`config.mk`:
```
export PLATFORM = sky130hd
export DESIGN_NAME = multicycle_ctrl
export DESIGN_NICKNAME = d
export VERILOG_FILES = /design/src/rtl/riscv_pkg.sv /design/src/rtl/ctrl_decode.sv /design/src/rtl/multicycle_ctrl.sv
export SDC_FILE = /design/constraint.sdc
export NUM_CORES = 1
export LEC_CHECK = 0
export BUFFER_PORTS_ARGS = -buffer_cell sky130_fd_sc_hd__buf_2
export CAP_MARGIN = 20
export CORE_MARGIN = 2
export CORE_UTILIZATION = 50
export CTS_CLUSTER_SIZE = 24
export DETAILED_ROUTE_END_ITERATION = 7
export PLACE_DENSITY = 0.91
export SLEW_MARGIN = 10
export SYNTH_ARGS = -nofsm -noshare
export SYNTH_HDL_FRONTEND = slang
export SYNTH_HIERARCHICAL = 1
export SYNTH_SLANG_ARGS = --single-unit
```
`constraint.sdc`:
```
create_clock -name clk -period 3.6 [get_ports clk]
set_input_delay 0 -clock clk [delete_from_list [all_inputs] [get_ports clk]]
set_output_delay 0 -clock clk [all_outputs]
set_load 0.01 [all_outputs]
```
`src/rtl/riscv_pkg.sv`:
```
// Shared RV32I definitions: opcodes, control FSM states and datapath select encodings.
// The imm_type encoding here is also the one the immediate generator decodes.
package riscv_pkg;

  localparam logic [6:0] OPC_LUI    = 7'b0110111;
  localparam logic [6:0] OPC_AUIPC  = 7'b0010111;
  localparam logic [6:0] OPC_JAL    = 7'b1101111;
  localparam logic [6:0] OPC_JALR   = 7'b1100111;
  localparam logic [6:0] OPC_BRANCH = 7'b1100011;
  localparam logic [6:0] OPC_LOAD   = 7'b0000011;
  localparam logic [6:0] OPC_STORE  = 7'b0100011;
  localparam logic [6:0] OPC_OP_IMM = 7'b0010011;
  localparam logic [6:0] OPC_OP     = 7'b0110011;
  localparam logic [6:0] OPC_SYSTEM = 7'b1110011;

  typedef enum logic [2:0] {
    FETCH  = 3'd0,
    DECODE = 3'd1,
    EXEC   = 3'd2,
    MEM    = 3'd3,
    WB     = 3'd4,
    TRAP   = 3'd5
  } state_e;

  typedef enum logic [2:0] {
    IMM_I = 3'd0,
    IMM_S = 3'd1,
    IMM_B = 3'd2,
    IMM_U = 3'd3,
    IMM_J = 3'd4
  } imm_type_e;

  typedef enum logic [1:0] {
    WB_ALU = 2'b00,
    WB_MEM = 2'b01,
    WB_PC4 = 2'b10
  } wb_sel_e;

  typedef enum logic [1:0] {
    PC_PLUS4 = 2'b00,
    PC_IMM   = 2'b01,
    PC_ALU   = 2'b10
  } pc_src_e;

  typedef enum logic [1:0] {
    ALU_ADD   = 2'b00,
    ALU_CMP   = 2'b01,
    ALU_FUNCT = 2'b10
  } alu_op_e;

  localparam logic [1:0] SRC_A_RS1  = 2'b00;
  localparam logic [1:0] SRC_A_PC   = 2'b01;
  localparam logic [1:0] SRC_A_ZERO = 2'b10;

  // Exactly one bit is set for any opcode.
  typedef struct packed {
    logic r;
    logic i_arith;
    logic load;
    logic store;
    logic branch;
    logic jal;
    logic jalr;
    logic lui;
    logic auipc;
    logic system;
    logic illegal;
  } op_class_t;

endpackage

```
`src/rtl/ctrl_decode.sv`:
```
// Opcode classifier: maps instr[6:0] onto a one-hot instruction class.
module ctrl_decode
  import riscv_pkg::*;
(
  input  logic [6:0] opcode_i,
  output op_class_t  cls_o
);

  always_comb begin
    cls_o = '0;
    case (opcode_i)
      OPC_OP:     cls_o.r       = 1'b1;
      OPC_OP_IMM: cls_o.i_arith = 1'b1;
      OPC_LOAD:   cls_o.load    = 1'b1;
      OPC_STORE:  cls_o.store   = 1'b1;
      OPC_BRANCH: cls_o.branch  = 1'b1;
      OPC_JAL:    cls_o.jal     = 1'b1;
      OPC_JALR:   cls_o.jalr    = 1'b1;
      OPC_LUI:    cls_o.lui     = 1'b1;
      OPC_AUIPC:  cls_o.auipc   = 1'b1;
      OPC_SYSTEM: cls_o.system  = 1'b1;
      default:    cls_o.illegal = 1'b1;
    endcase
  end

endmodule

```
`src/rtl/multicycle_ctrl.sv`:
```
// Multicycle RV32I control FSM: sequences fetch/decode/exec/mem/writeback over a shared
// datapath, handshakes with unified memory and counts retired instructions.
module multicycle_ctrl
  import riscv_pkg::*;
#(
  parameter int CNT_W = 32
) (
  input  logic             clk,
  input  logic             rst,
  input  logic [31:0]      instr,
  input  logic             mem_ready,
  input  logic             branch_taken,
  output logic             ir_write,
  output logic             pc_write,
  output logic [1:0]       pc_src,
  output logic             mem_req,
  output logic             mem_we,
  output logic             addr_sel,
  output logic             reg_write,
  output logic [1:0]       wb_sel,
  output logic [1:0]       alu_src_a,
  output logic             alu_src_b,
  output logic [1:0]       alu_op,
  output logic [2:0]       imm_type,
  output logic             halted,
  output logic             illegal,
  output logic [CNT_W-1:0] instret,
  output logic [2:0]       state
);

  state_e           state_q, state_d;
  logic             halted_q, halted_d;
  logic             illegal_q, illegal_d;
  logic [CNT_W-1:0] instret_q;
  op_class_t        cls;
  imm_type_e        imm_c;

  // Only the opcode field steers control; the rest of the IR feeds the datapath.
  logic unused_instr_bits;
  assign unused_instr_bits = ^instr[31:7];

  ctrl_decode u_decode (
    .opcode_i (instr[6:0]),
    .cls_o    (cls)
  );

  always_comb begin
    imm_c = IMM_I;
    if (cls.store)                  imm_c = IMM_S;
    else if (cls.branch)            imm_c = IMM_B;
    else if (cls.lui || cls.auipc)  imm_c = IMM_U;
    else if (cls.jal)               imm_c = IMM_J;
  end

  // Outputs are held at zero for as long as rst is high, so an access in flight is dropped.
  always_comb begin
    state_d   = state_q;
    halted_d  = halted_q;
    illegal_d = illegal_q;
    ir_write  = 1'b0;
    pc_write  = 1'b0;
    pc_src    = PC_PLUS4;
    mem_req   = 1'b0;
    mem_we    = 1'b0;
    addr_sel  = 1'b0;
    reg_write = 1'b0;
    wb_sel    = WB_ALU;
    alu_src_a = SRC_A_RS1;
    alu_src_b = 1'b0;
    alu_op    = ALU_ADD;
    imm_type  = IMM_I;
    if (!rst) begin
      case (state_q)
        FETCH: begin
          mem_req = 1'b1;
          if (mem_ready) begin
            ir_write = 1'b1;
            state_d  = DECODE;
          end
        end
        DECODE: begin
          imm_type = imm_c;
          if (cls.system) begin
            halted_d = 1'b1;
            state_d  = TRAP;
          end else if (cls.illegal) begin
            illegal_d = 1'b1;
            state_d   = TRAP;
          end else begin
            state_d = EXEC;
          end
        end
        EXEC: begin
          imm_type = imm_c;
          state_d  = WB;
          if (cls.r) begin
            alu_op = ALU_FUNCT;
          end else if (cls.i_arith) begin
            alu_src_b = 1'b1;
            alu_op    = ALU_FUNCT;
          end else if (cls.load || cls.store) begin
            alu_src_b = 1'b1;
            state_d   = MEM;
          end else if (cls.lui) begin
            alu_src_a = SRC_A_ZERO;
            alu_src_b = 1'b1;
          end else if (cls.auipc || cls.jal) begin
            alu_src_a = SRC_A_PC;
            alu_src_b = 1'b1;
          end else if (cls.jalr) begin
            alu_src_b = 1'b1;
          end else if (cls.branch) begin
            alu_op   = ALU_CMP;
            pc_write = 1'b1;
            pc_src   = branch_taken ? PC_IMM : PC_PLUS4;
            state_d  = FETCH;
          end
        end
        MEM: begin
          imm_type = imm_c;
          mem_req  = 1'b1;
          addr_sel = 1'b1;
          mem_we   = cls.store;
          if (mem_ready) begin
            if (cls.store) begin
              pc_write = 1'b1;
              state_d  = FETCH;
            end else begin
              state_d = WB;
            end
          end
        end
        WB: begin
          imm_type  = imm_c;
          reg_write = 1'b1;
          pc_write  = 1'b1;
          state_d   = FETCH;
          if (cls.load)                 wb_sel = WB_MEM;
          else if (cls.jal || cls.jalr) wb_sel = WB_PC4;
          if (cls.jal)       pc_src = PC_IMM;
          else if (cls.jalr) pc_src = PC_ALU;
        end
        TRAP: ;
        default: state_d = FETCH;
      endcase
    end
  end

  always_ff @(posedge clk or posedge rst) begin
    if (rst) begin
      state_q   <= FETCH;
      halted_q  <= 1'b0;
      illegal_q <= 1'b0;
      instret_q <= '0;
    end else begin
      state_q   <= state_d;
      halted_q  <= halted_d;
      illegal_q <= illegal_d;
      if (pc_write) instret_q <= instret_q + CNT_W'(1);
    end
  end

  assign halted  = halted_q;
  assign illegal = illegal_q;
  assign instret = instret_q;
  assign state   = state_q;

endmodule

```
# Yosys cells after proc, flatten, opt, wreduce, memory -nomap -nowiden

Cells that the tools add are included.

Add/subtract/negate cells: 1
Eq/ne operators: 17
Multiplexer cells: 91
Bitwise logic cells: 4
Reductions and logical operators: 11

Operators by type and width:

| cell                  | count |
|---|---|
| $mux 3                | 18 |
| $mux 1                | 53 |
| $mux 2                | 17 |
| $add 32x1->32 const B | 1 |
| $eq 7x7->1 const B    | 4 |
| $eq 7x6->1 const B    | 3 |
| $pmux 3 s5            | 1 |
| $eq 7x5->1 const B    | 2 |
| $reduce_or 10->1      | 1 |
| $reduce_and 4->1      | 2 |
| $eq 7x2->1 const B    | 1 |
| $eq 3x2->1 const B    | 2 |
| $eq 3x3->1 const B    | 2 |
| $logic_or 1x1->1      | 4 |
| $ne 2x2->1 const B    | 2 |
| $not 1->1             | 4 |
| $pmux 2 s2            | 1 |
| $reduce_or 4->1       | 1 |
| $eq 3x1->1 const B    | 1 |
| $logic_not 3->1       | 1 |
| $pmux 1 s3            | 1 |
| $reduce_and 3->1      | 1 |
| $reduce_or 2->1       | 1 |

Register bits after elaboration: 37
Bits of input ports: 36
Output and inout bits: 55
Word-level logic and storage cells: 128

# Logic depth before layout (Yosys ltp)

Gate-level depths: netlist of the first run.

Depth in word-level cells: 11
Mapped depth: 9
Gate-level depth less buffers: 8

# Cells and area by module

The synthesis of the first run kept the hierarchy.

By module, submodules not included:

| module          | times used | cells an instance | area each (um2) | seq. area each (um2) |
|---|---|---|---|---|
| multicycle_ctrl | 1          | 211               | 2117.0          | 925.9 |
| ctrl_decode     | 1          | 23                | 157.7           | 0.0 |

# Worst setup path before layout of the first run

OpenSTA, ideal clock, no wires.

Path type: input to register
Start: input instr[4]
End: register instret_q[31] (netlist: instret[31])
Setup time: 0.079 ns
Data arrival time: 2.176 ns
Required time: 3.521 ns
Setup slack: 1.344 ns
Stages on the path: 8
Path buffers: 1
Path through: or4_4 -> nor3b_2 -> buf_2 -> and4b_1 -> a22oi_1 -> a2111o_1 -> nor4b_4 -> xor2_1

RTL lines:

| item                 | RTL line               | source |
|---|---|---|
| start, declared      | multicycle_ctrl.sv:10  | `input logic [31:0] instr,` |
| end signal, assigned | multicycle_ctrl.sv:159 | `if (pc_write) instret_q <= instret_q + CNT_W'(1);` |
| end, declared        | multicycle_ctrl.sv:34  | `logic [CNT_W-1:0] instret_q;` |

# Worst setup path in the final report of the first run

Start: register state_q[1] (netlist: state[1])
End: register instret_q[31] (netlist: instret[31])

Word-level cells in the longest chain between the ends: 3
Elaborated cells on any way between the ends: 5
Those cells by class: 3 x eq/ne; 2 x mux

Ends and longest elaborated chain:

| item                                            | RTL line               | source |
|---|---|---|
| start, declared                                 | multicycle_ctrl.sv:31  | `state_e state_q, state_d;` |
| start signal, assigned                          | multicycle_ctrl.sv:156 | `state_q <= state_d;` |
| $eq 3x3->1 / $eq 3x2->1 (equally long branches) | multicycle_ctrl.sv:73  | `case (state_q)` |
| $pmux 1 s3 (*)                                  | multicycle_ctrl.sv:73  |  |
| $mux 1 (*)                                      | multicycle_ctrl.sv:72  | `if (!rst) begin` |

Every way passes the cells marked *; elsewhere a longest branch is shown, timed or not.
A chain may end at the register's enable or synchronous reset.

==> results of run 1 <==
[final timing paths]
kind	from	endpoint
max	state[1]$_DFFE_PP0P_	instret[31]$_DFFE_PP0P_
min	instr[0]	illegal$_DFFE_PP0P_
min reg2reg	halted$_DFFE_PP0P_	halted$_DFFE_PP0P_
max reg2reg	state[1]$_DFFE_PP0P_	instret[31]$_DFFE_PP0P_
max in group asynchronous	rst	instret[30]$_DFFE_PP0P_
min in group asynchronous	rst	instret[7]$_DFFE_PP0P_
[layout make-up]
class	instances	area share (%)
Sequential cell	37	33.8
Timing Repair Buffer	68	12.8
Multi-Input combinational cell	182	46.6
Clock buffer	7	3.15
Inverter	9	1.23
Tap cell	52	2.38
[cell families after synthesis]
group                      share of synthesized area [%]
muxes                                              0.495
and+or+nand+nor                                     34.0
xor gates and xnor gates                            12.3
DFF                                                 40.7
buffers and inverters                               3.19
AOI/OAI and AO/OA                                   8.69
adders and majority gates                          0.550
[power breakdown]
part / leakage [nW] / internal [mW] / switching (mW)
logic: 0.846 / 0.0739 / 0.115
clock network: 0.0443 / 0.152 / 0.137
registers: 0.496 / 0.438 / 0.0526
[routing by layer]
layer  share of wire, %  up-vias  GRT usage, %
li1                   -      974             -
met1                 43      979          27.1
met2                 49       60          34.9
met3                5.8        8          4.64
met4                1.7        0          9.22
met5                  0        -             0
[placed cells by master, fill, tap and decap left out, types with 3 or more instances in the layout]
cell type / instances
nand4_1: 4
nor3_1: 13
buf_2: 65
nand3_1: 17
nand2_1: 16
xor2_1: 15
and4_1: 3
xnor2_1: 17
a21oi_1: 4
clkbuf_8: 6
nor2_1: 25
a31oi_1: 3
inv_1: 7
and2_1: 4
and3_1: 13
nor2b_1: 4
dfrtp_1: 37
[per-stage QoR]
stage          std cells  hold WS, ps  utilization [%]
2_1_floorplan        234          151                -
5_1_grt              355          222             62.9
4_1_cts              355          170             62.9
3_3_place_gp         347          246             60.7
6_report             355          168             62.9
3_5_place_dp         347          254             60.7
[sequential cells by signal, summed over array words and instances, names as in the netlist]
signal	cells
state	3
halted	1
illegal	1
instret	32
[critical path, delay by kind of cell (launching register included)]
family,cells,cell delay [ps]
AOI/OAI and AO/OA,2,790
xor gates and xnor gates,1,170
buffers and inverters,1,140
DFF,1,520
and+or+nand+nor,3,690
==> results_dict.tcl, run 1 <==
set metrics [dict create \
    outcome "complete, no violations" \
    timing_worst_setup_path_type "register to register" \
    clkTransAtPathRegs_ps 60 \
    insertion_delay_ps 290 \
    synthesis.nets 271 \
    htreeDepth 2 \
    post-route-period-util_pct 66.5 \
    seqCellArea_um2 926 \
    cts_resized 0 \
    cts_made_buffers 5 \
    holdCritPathClass "input port to register" \
    grt_pass1_vias 1844 \
    synth_cell_types 58 \
    ir_drop_mv 0.294 \
    async_reset_ff_share_pct 100 \
    die_x_um 71.5 \
    synthFlopType "dfrtp_1" \
    pre_cts_slack_ps 971 \
    cts_root_buf "clkbuf_8" \
    syn_inst 234 \
    maxCapViolations 0 \
    slew_viol_final 0 \
    cts_sinks 37 \
    floorplan.die.height_um 71.5 \
    synth_area_leaders "dfrtp_1 (41%), xnor2_1 (6.5%), xor2_1 (5.8%), nor2_1 (4.1%), nand3_1 (3.7%)" \
    hold_path_depth 3 \
    crit_path_start_kind "register" \
    io_pins 91 \
    final_area_mm2 0.00274 \
    grt.overflow.total 0 \
    multiInputGateArea_mm2 0.00128 \
    dieArea_mm2 0.00511 \
    worstSetupEndpointType "register" \
    drt_iter0_drc 104 \
    vias 2021 \
    cts_hold_buffers 1 \
    synth_seq_area_share_pct 40.7 \
    ff2ff_setup_slack_ps 1210 \
    ys_ff_latch 37 \
    worst_path_largest_cell_delay_ps 590 \
    rows 24 \
    place_congestion 0.871 \
    drive_gt1_share_pct 31.4 \
    io_buffers 65 \
    wl_per_cell_um 14.5 \
    yosysTopAreaCell "dfrtp_1" \
    vias_per_cell 5.69 \
    setup_viol 0 \
    grt_max_degree 39 \
    grt_pass1_wl_um 8560 \
    crit_path_max_fanout 12 \
    synth_top_area_share_pct 40.7 \
    track_usage_pct 21.2 \
    clk_path_buf_depth 2 \
    maxSlewHeadroom_pct 39.7 \
    antenna_found_initial 0 \
    synth_edf_count 0 \
    yosysWarnings 6 \
    min_period_ps 2390 \
    finalPower_uw 968 \
    coreArea_mm2 0.00435 \
    cts_tree "yes" \
    start_util_pct 52.2 \
    power_density_mw_per_mm2 354 \
    worstPathArrival_ps 2600 \
    fmaxAchievable_ghz 0.418 \
    skew_ps 6.95 \
    syn_avg_cell_area_um2 9.72 \
    n_fill_cell 352 \
    finalNetCount 340 \
    crit_path_cell_trace "nor2_2, nand3_2, inv_2, o2111ai_2, a2111o_1, nor4b_4, xor2_1" \
    rsz0062_at_grt "false" \
    place_hpwl_um 3870 \
    totalWireLength_um 5140 \
    placed_cell_area_mm2 0.00264 \
    setup_ws_ps 1210 \
    cp_data_required_time_ps 3810 \
    firstDrtPassIters 4 \
    finalSetupTns_ps 0 \
    hold_violations 0 \
    route.detailed.drc 0 \
    power_leakage_nw 1.39 \
    cts_setup_buffers 0 \
    ys_top_cells_by_count "dfrtp_1 (37), nor2_1 (25), nand3_1 (17), xnor2_1 (17), nand2_1 (16)" \
    reg2regPathDepth 7 \
    worst_pin_slew_ps 892 \
    cp_slowest_cell "a2111o_1" \
    syn_area_mm2 0.00227 \
    yosysMostFrequentCell "dfrtp_1" \
    diodes 0 \
    ant_nets 0 \
    area_growth_pct 20.4 \
]
(Power assumes the default switching activity.)
==> run 2: changes to the inputs <==
- CORE_UTILIZATION: 50 -> 44
- PLACE_DENSITY: 0.91 -> 0.86
- clock period: 3.6 -> 2.1 ns (I/O delays scaled with it)
==> results_dict.tcl, run 2 (synthesis gave the netlist of run 1 again) <==
set metrics [dict create \
    ff2ff_setup_slack_ps 90 \
    rsz0062_at_grt "true" \
    skew_ps 7.51 \
    grt.overflow.total 0 \
    dieArea_mm2 0.00576 \
    outcome "complete, no violations" \
    maxCapViolations 0 \
    io_pins 91 \
    insertion_delay_ps 290 \
    drive_gt1_share_pct 39.2 \
    grt_pass1_vias 1992 \
    grt_max_degree 39 \
    io_buffers 65 \
    area_growth_pct 33.9 \
    route.detailed.drc 0 \
    htreeDepth 2 \
    grt_pass1_wl_um 9050 \
    ir_drop_mv 0.602 \
    cp_data_required_time_ps 2310 \
    worstPathArrival_ps 2240 \
    finalNetCount 370 \
    crit_path_max_fanout 7 \
    holdCritPathClass "input port to register" \
    setup_viol 0 \
    reg2regPathDepth 5 \
    worstSetupEndpointType "register" \
    start_util_pct 45.1 \
    r2r_start "state[2]$_DFFE_PP0P_" \
    timing_worst_setup_path_type "input port to register" \
    ant_nets 0 \
    largest_register_ffs 32 \
    vias 2105 \
    cts_sinks 37 \
    cp-endpoint "instret[31]$_DFFE_PP0P_" \
    clk_path_buf_depth 2 \
    cts_tree "yes" \
    hold_violations 0 \
    cts_root_buf "clkbuf_8" \
    drt_iter0_drc 78 \
    r2r_end "instret[31]$_DFFE_PP0P_" \
    final_cell_mix "buf_2 (65), dfrtp_1 (35), buf_4 (31), nor2_1 (25)" \
    placed_cell_area_mm2 0.00289 \
    startpoint "instr[4]" \
    setup_ws_ps 73.8 \
    rows 26 \
    wl_per_cell_um 13.2 \
    clkTransAtPathRegs_ps 70 \
    cts_made_buffers 5 \
    place_hpwl_um 4120 \
    floorplan.die.height_um 75.9 \
    crit_path_start_kind "input port" \
    diodes 0 \
    final_area_mm2 0.00305 \
    vias_per_cell 5.21 \
    pre_cts_slack_ps -205 \
    track_usage_pct 18.9 \
    totalWireLength_um 5320 \
    post-route-period-util_pct 96.5 \
    die_x_um 75.9 \
    fmaxAchievable_ghz 0.494 \
    place_congestion 0.896 \
    firstDrtPassIters 6 \
    coreArea_mm2 0.00504 \
    slew_viol_final 0 \
    final_common_cell "buf_2" \
    min_period_ps 2030 \
    worst_pin_slew_ps 482 \
    power_leakage_nw 1.55 \
    power_density_mw_per_mm2 616 \
    antenna_found_initial 0 \
    maxSlewHeadroom_pct 67.6 \
    n_fill_cell 426 \
]
==> run 2: how the worst min path moves through the flow <==
stage	start	end	slack (ps)	cells past startpoint
floorplan	rst	halted$_DFFE_PP0P_	150	2
global placement	rst	instret[7]$_DFFE_PP0P_	240	3
detailed placement	rst	state[2]$_DFFE_PP0P_	260	3
CTS	instr[6]	halted$_DFFE_PP0P_	230	4
global route	instr[6]	illegal$_DFFE_PP0P_	260	5
finish	instr[6]	illegal$_DFFE_PP0P_	230	5
==> run 2: area by class of cell <==
cell class                      instances  area [um2]  share of cell area, %
Clock buffer                            6        82.6                   2.71
Clock inverter                          2        37.5                   1.23
Tap cell                               70        87.6                   2.88
Sequential cell                        37         928                   30.5
Inverter                                9        33.8                   1.11
Multi-Input combinational cell        182        1300                   42.6
Timing Repair Buffer                   98         579                   19.0
==> run 2: report_power, final <==
part	leakage (nW)	switching (mW)	internal [mW]
Combinational	1.00	0.240	0.181
Clock	0.0574	0.247	0.386
Sequential	0.494	0.0699	0.753
Total	1.55	0.557	1.32
==> run 2: timing repair <==
item,CTS,global route
gates resized for setup,1,4
hold endpoints to repair,37,0
gates cloned,0,0
buffers inserted,0,1
hold buffers,1,0
pin swaps,0,1
setup endpoints to repair,1,11
==> run 2: routing by layer <==
layer	global-route usage, %	wire (um)	vias to the layer above
li1	-	-	1043
met1	23.9	2360	993
met2	32.8	2620	61
met3	4.76	289	8
met4	4.55	54	0
met5	0	0	-
==> run 2: worst max-delay path, stage by stage <==
cell and delay [ps]:
buf_2 110, or4_4 530, nor3b_2 230, and4b_1 230, a22oi_2 110, a2111o_1 590, nor4b_4 270, xor2_1 160
==> run 2: through the flow <==
stage / instances / util (%) / TNS, ps / power, mW / hold WS (ps)
after floorplan: 234 / - / -26.6 / 1.09 / 151
after global routing: 404 / 60.4 / -3.01 / 1.96 / 255
after detailed placement: 394 / 57.2 / -1490 / 1.24 / 264
final: 404 / 60.4 / 0 / 1.88 / 230
after global placement: 394 / 57.2 / -1210 / 1.23 / 242
after CTS: 403 / 60.0 / 0 / 1.88 / 228
==> run 3: changes to the inputs <==
- CORE_ASPECT_RATIO: default -> 0.5
- CTS_CLUSTER_SIZE: 24 -> 28
- SLEW_MARGIN: 10 -> 20
==> results_dict.tcl, run 3 (synthesis gave the netlist of run 1 again) <==
set metrics [dict create \
    outcome "complete, no violations" \
    worst_pin_slew_ps 507 \
    coreArea_mm2 0.00495 \
    io_pins 91 \
    power_leakage_nw 1.59 \
    grt_pass1_wl_um 8950 \
    maxCapViolations 0 \
    stdcell_count 412 \
    finalNetCount 378 \
    antenna_found_initial 0 \
    crit_path_start_kind "input port" \
    hold_violations 0 \
    die_x_um 106 \
    post-route-period-util_pct 95.7 \
    hold_start "mem_ready" \
    busiest_layer "met2" \
    wl_per_cell_um 14.1 \
    skew_ps 12.6 \
    place_hpwl_um 4520 \
    final_common_cell "buf_2" \
    cp_data_required_time_ps 2330 \
    cts_made_buffers 5 \
    htreeDepth 2 \
    met1_usage_pct 24.8 \
    finalSetupTns_ps 0 \
    rows 18 \
    firstDrtPassIters 4 \
    worst_path_largest_cell_delay_ps 560 \
    maxSlewHeadroom_pct 65.7 \
    largest_register_ffs 32 \
    power_density_mw_per_mm2 598 \
    cts_tree "yes" \
    grt_max_degree 39 \
    insertion_delay_ps 300 \
    totalWireLength_um 5820 \
    track_usage_pct 20.1 \
    grt_util_met3_pct 5.24 \
    io_buffers 65 \
    grt_pass1_vias 1970 \
    diodes 0 \
    grt.overflow.total 0 \
    place_congestion 0.914 \
    cts_root_buf "clkbuf_8" \
    n_fill_cell 421 \
    r2r_start "state[0]$_DFFE_PP0P_" \
    vias_per_cell 5.36 \
    min_period_ps 2010 \
    clk_path_buf_depth 2 \
    seqCellArea_um2 930 \
    floorplan.die.height_um 54.8 \
    route.detailed.drc 0 \
    holdCritPathClass "input port to register" \
    start_util_pct 45.9 \
    setup_viol 0 \
    worstPathArrival_ps 2240 \
    worstSetupEndpointType "register" \
    multiInputGateArea_mm2 0.00131 \
    ir_drop_mv 0.335 \
    hold_path_depth 4 \
    vias 2210 \
    timing_worst_setup_path_type "input port to register" \
    final_cell_mix "buf_2 (65), buf_4 (37), dfrtp_1 (34), nor2_1 (25)" \
    slew_viol_final 0 \
    fmaxAchievable_ghz 0.497 \
    dieArea_mm2 0.00580 \
    met2_usage_pct 35.2 \
    drive_gt1_share_pct 40.9 \
    crit_path_cell_trace "buf_2, or4_4, nor3b_4, and4b_1, a22oi_2, a2111o_1, nor4b_4, xor2_1" \
    area_growth_pct 36.6 \
    ant_nets 0 \
    placed_cell_area_mm2 0.00292 \
    cts_sinks 37 \
    dp.cells 399 \
    drt_iter0_drc 120 \
    cp_slowest_cell "or4_4" \
    startpoint "instr[4]" \
    reg2regPathDepth 7 \
    clkTransAtPathRegs_ps 80 \
    crit_path_max_fanout 5 \
    final_area_mm2 0.00311 \
]
[run 3: cell types whose count changed in the layout (fill, tap and decap cells not counted)]
cell	before	now
nor3_2	2	1
nor2_4	0	1
buf_4	31	37
clkinv_2	0	1
nor3_4	0	1
buf_6	1	3
nor3b_4	1	2
clkinvlp_4	1	0
clkinv_4	0	1
dfrtp_2	2	3
bufinv_16	1	0
nor3b_2	1	0
dfrtp_1	35	34
nor2_2	1	0
[run 3: stage by stage]
stage | util (%) | power, mW | hold WS (ps) | worst slack (ps)
final | 62.7 | 1.86 | 234 | 89.4
after detailed placement | 59.0 | 1.29 | 271 | -195
after CTS | 61.3 | 1.81 | 249 | 32.4
after global routing | 62.7 | 1.95 | 269 | -4.27
after floorplan | - | 1.09 | 151 | -25.9
after global placement | 59.0 | 1.27 | 259 | -135
[run 3: power by group]
group / leakage (nW) / internal [mW] / switching (mW)
Combinational: 1.04 / 0.244 / 0.265
Sequential: 0.493 / 0.755 / 0.0701
Clock: 0.0512 / 0.266 / 0.259
[run 3: final timing paths]
check	slack [ps]	end
min in group asynchronous	510	state[0]$_DFFE_PP0P_
max reg2reg	110	instret[31]$_DFFE_PP0P_
min	230	state[0]$_DFFE_PP0P_
max in group asynchronous	1220	state[2]$_DFFE_PP0P_
max	90	instret[31]$_DFFE_PP0P_
min reg2reg	470	illegal$_DFFE_PP0P_
[run 3: what timing repair did]
item / CTS / global route
setup buffers: 0 / 4
endpoints found under the setup margin: 1 / 10
hold buffers: 1 / 0
cloned: 0 / 0
pin swaps: 0 / 9
endpoints found under the hold margin: 37 / 0
resized for setup: 1 / 10
[run 3: critical path, delay by kind of cell]
kind | cells | cell delay [ps]
AO/OA/AOI/OAI | 2 | 640
XOR/XNOR | 1 | 160
buffers and inverters | 1 | 110
AND/OR/NAND/NOR | 4 | 1330
[run 3: layer usage]
metal | share of wire, % | routed length (um) | up-vias
met5 | 0 | 0 | -
met4 | 1.8 | 104 | 0
met3 | 5.3 | 306 | 10
met2 | 48 | 2800 | 67
met1 | 45 | 2610 | 1078
li1 | - | - | 1055
[run 3: area by class of cell]
class                           count  share of cell area, %
Timing Repair Buffer              106                   20.8
Clock inverter                      2                  0.443
Inverter                            9                   1.09
Sequential cell                    37                   29.9
Clock buffer                        6                   2.66
Multi-Input combinational cell    182                   42.3
Tap cell                           70                   2.82
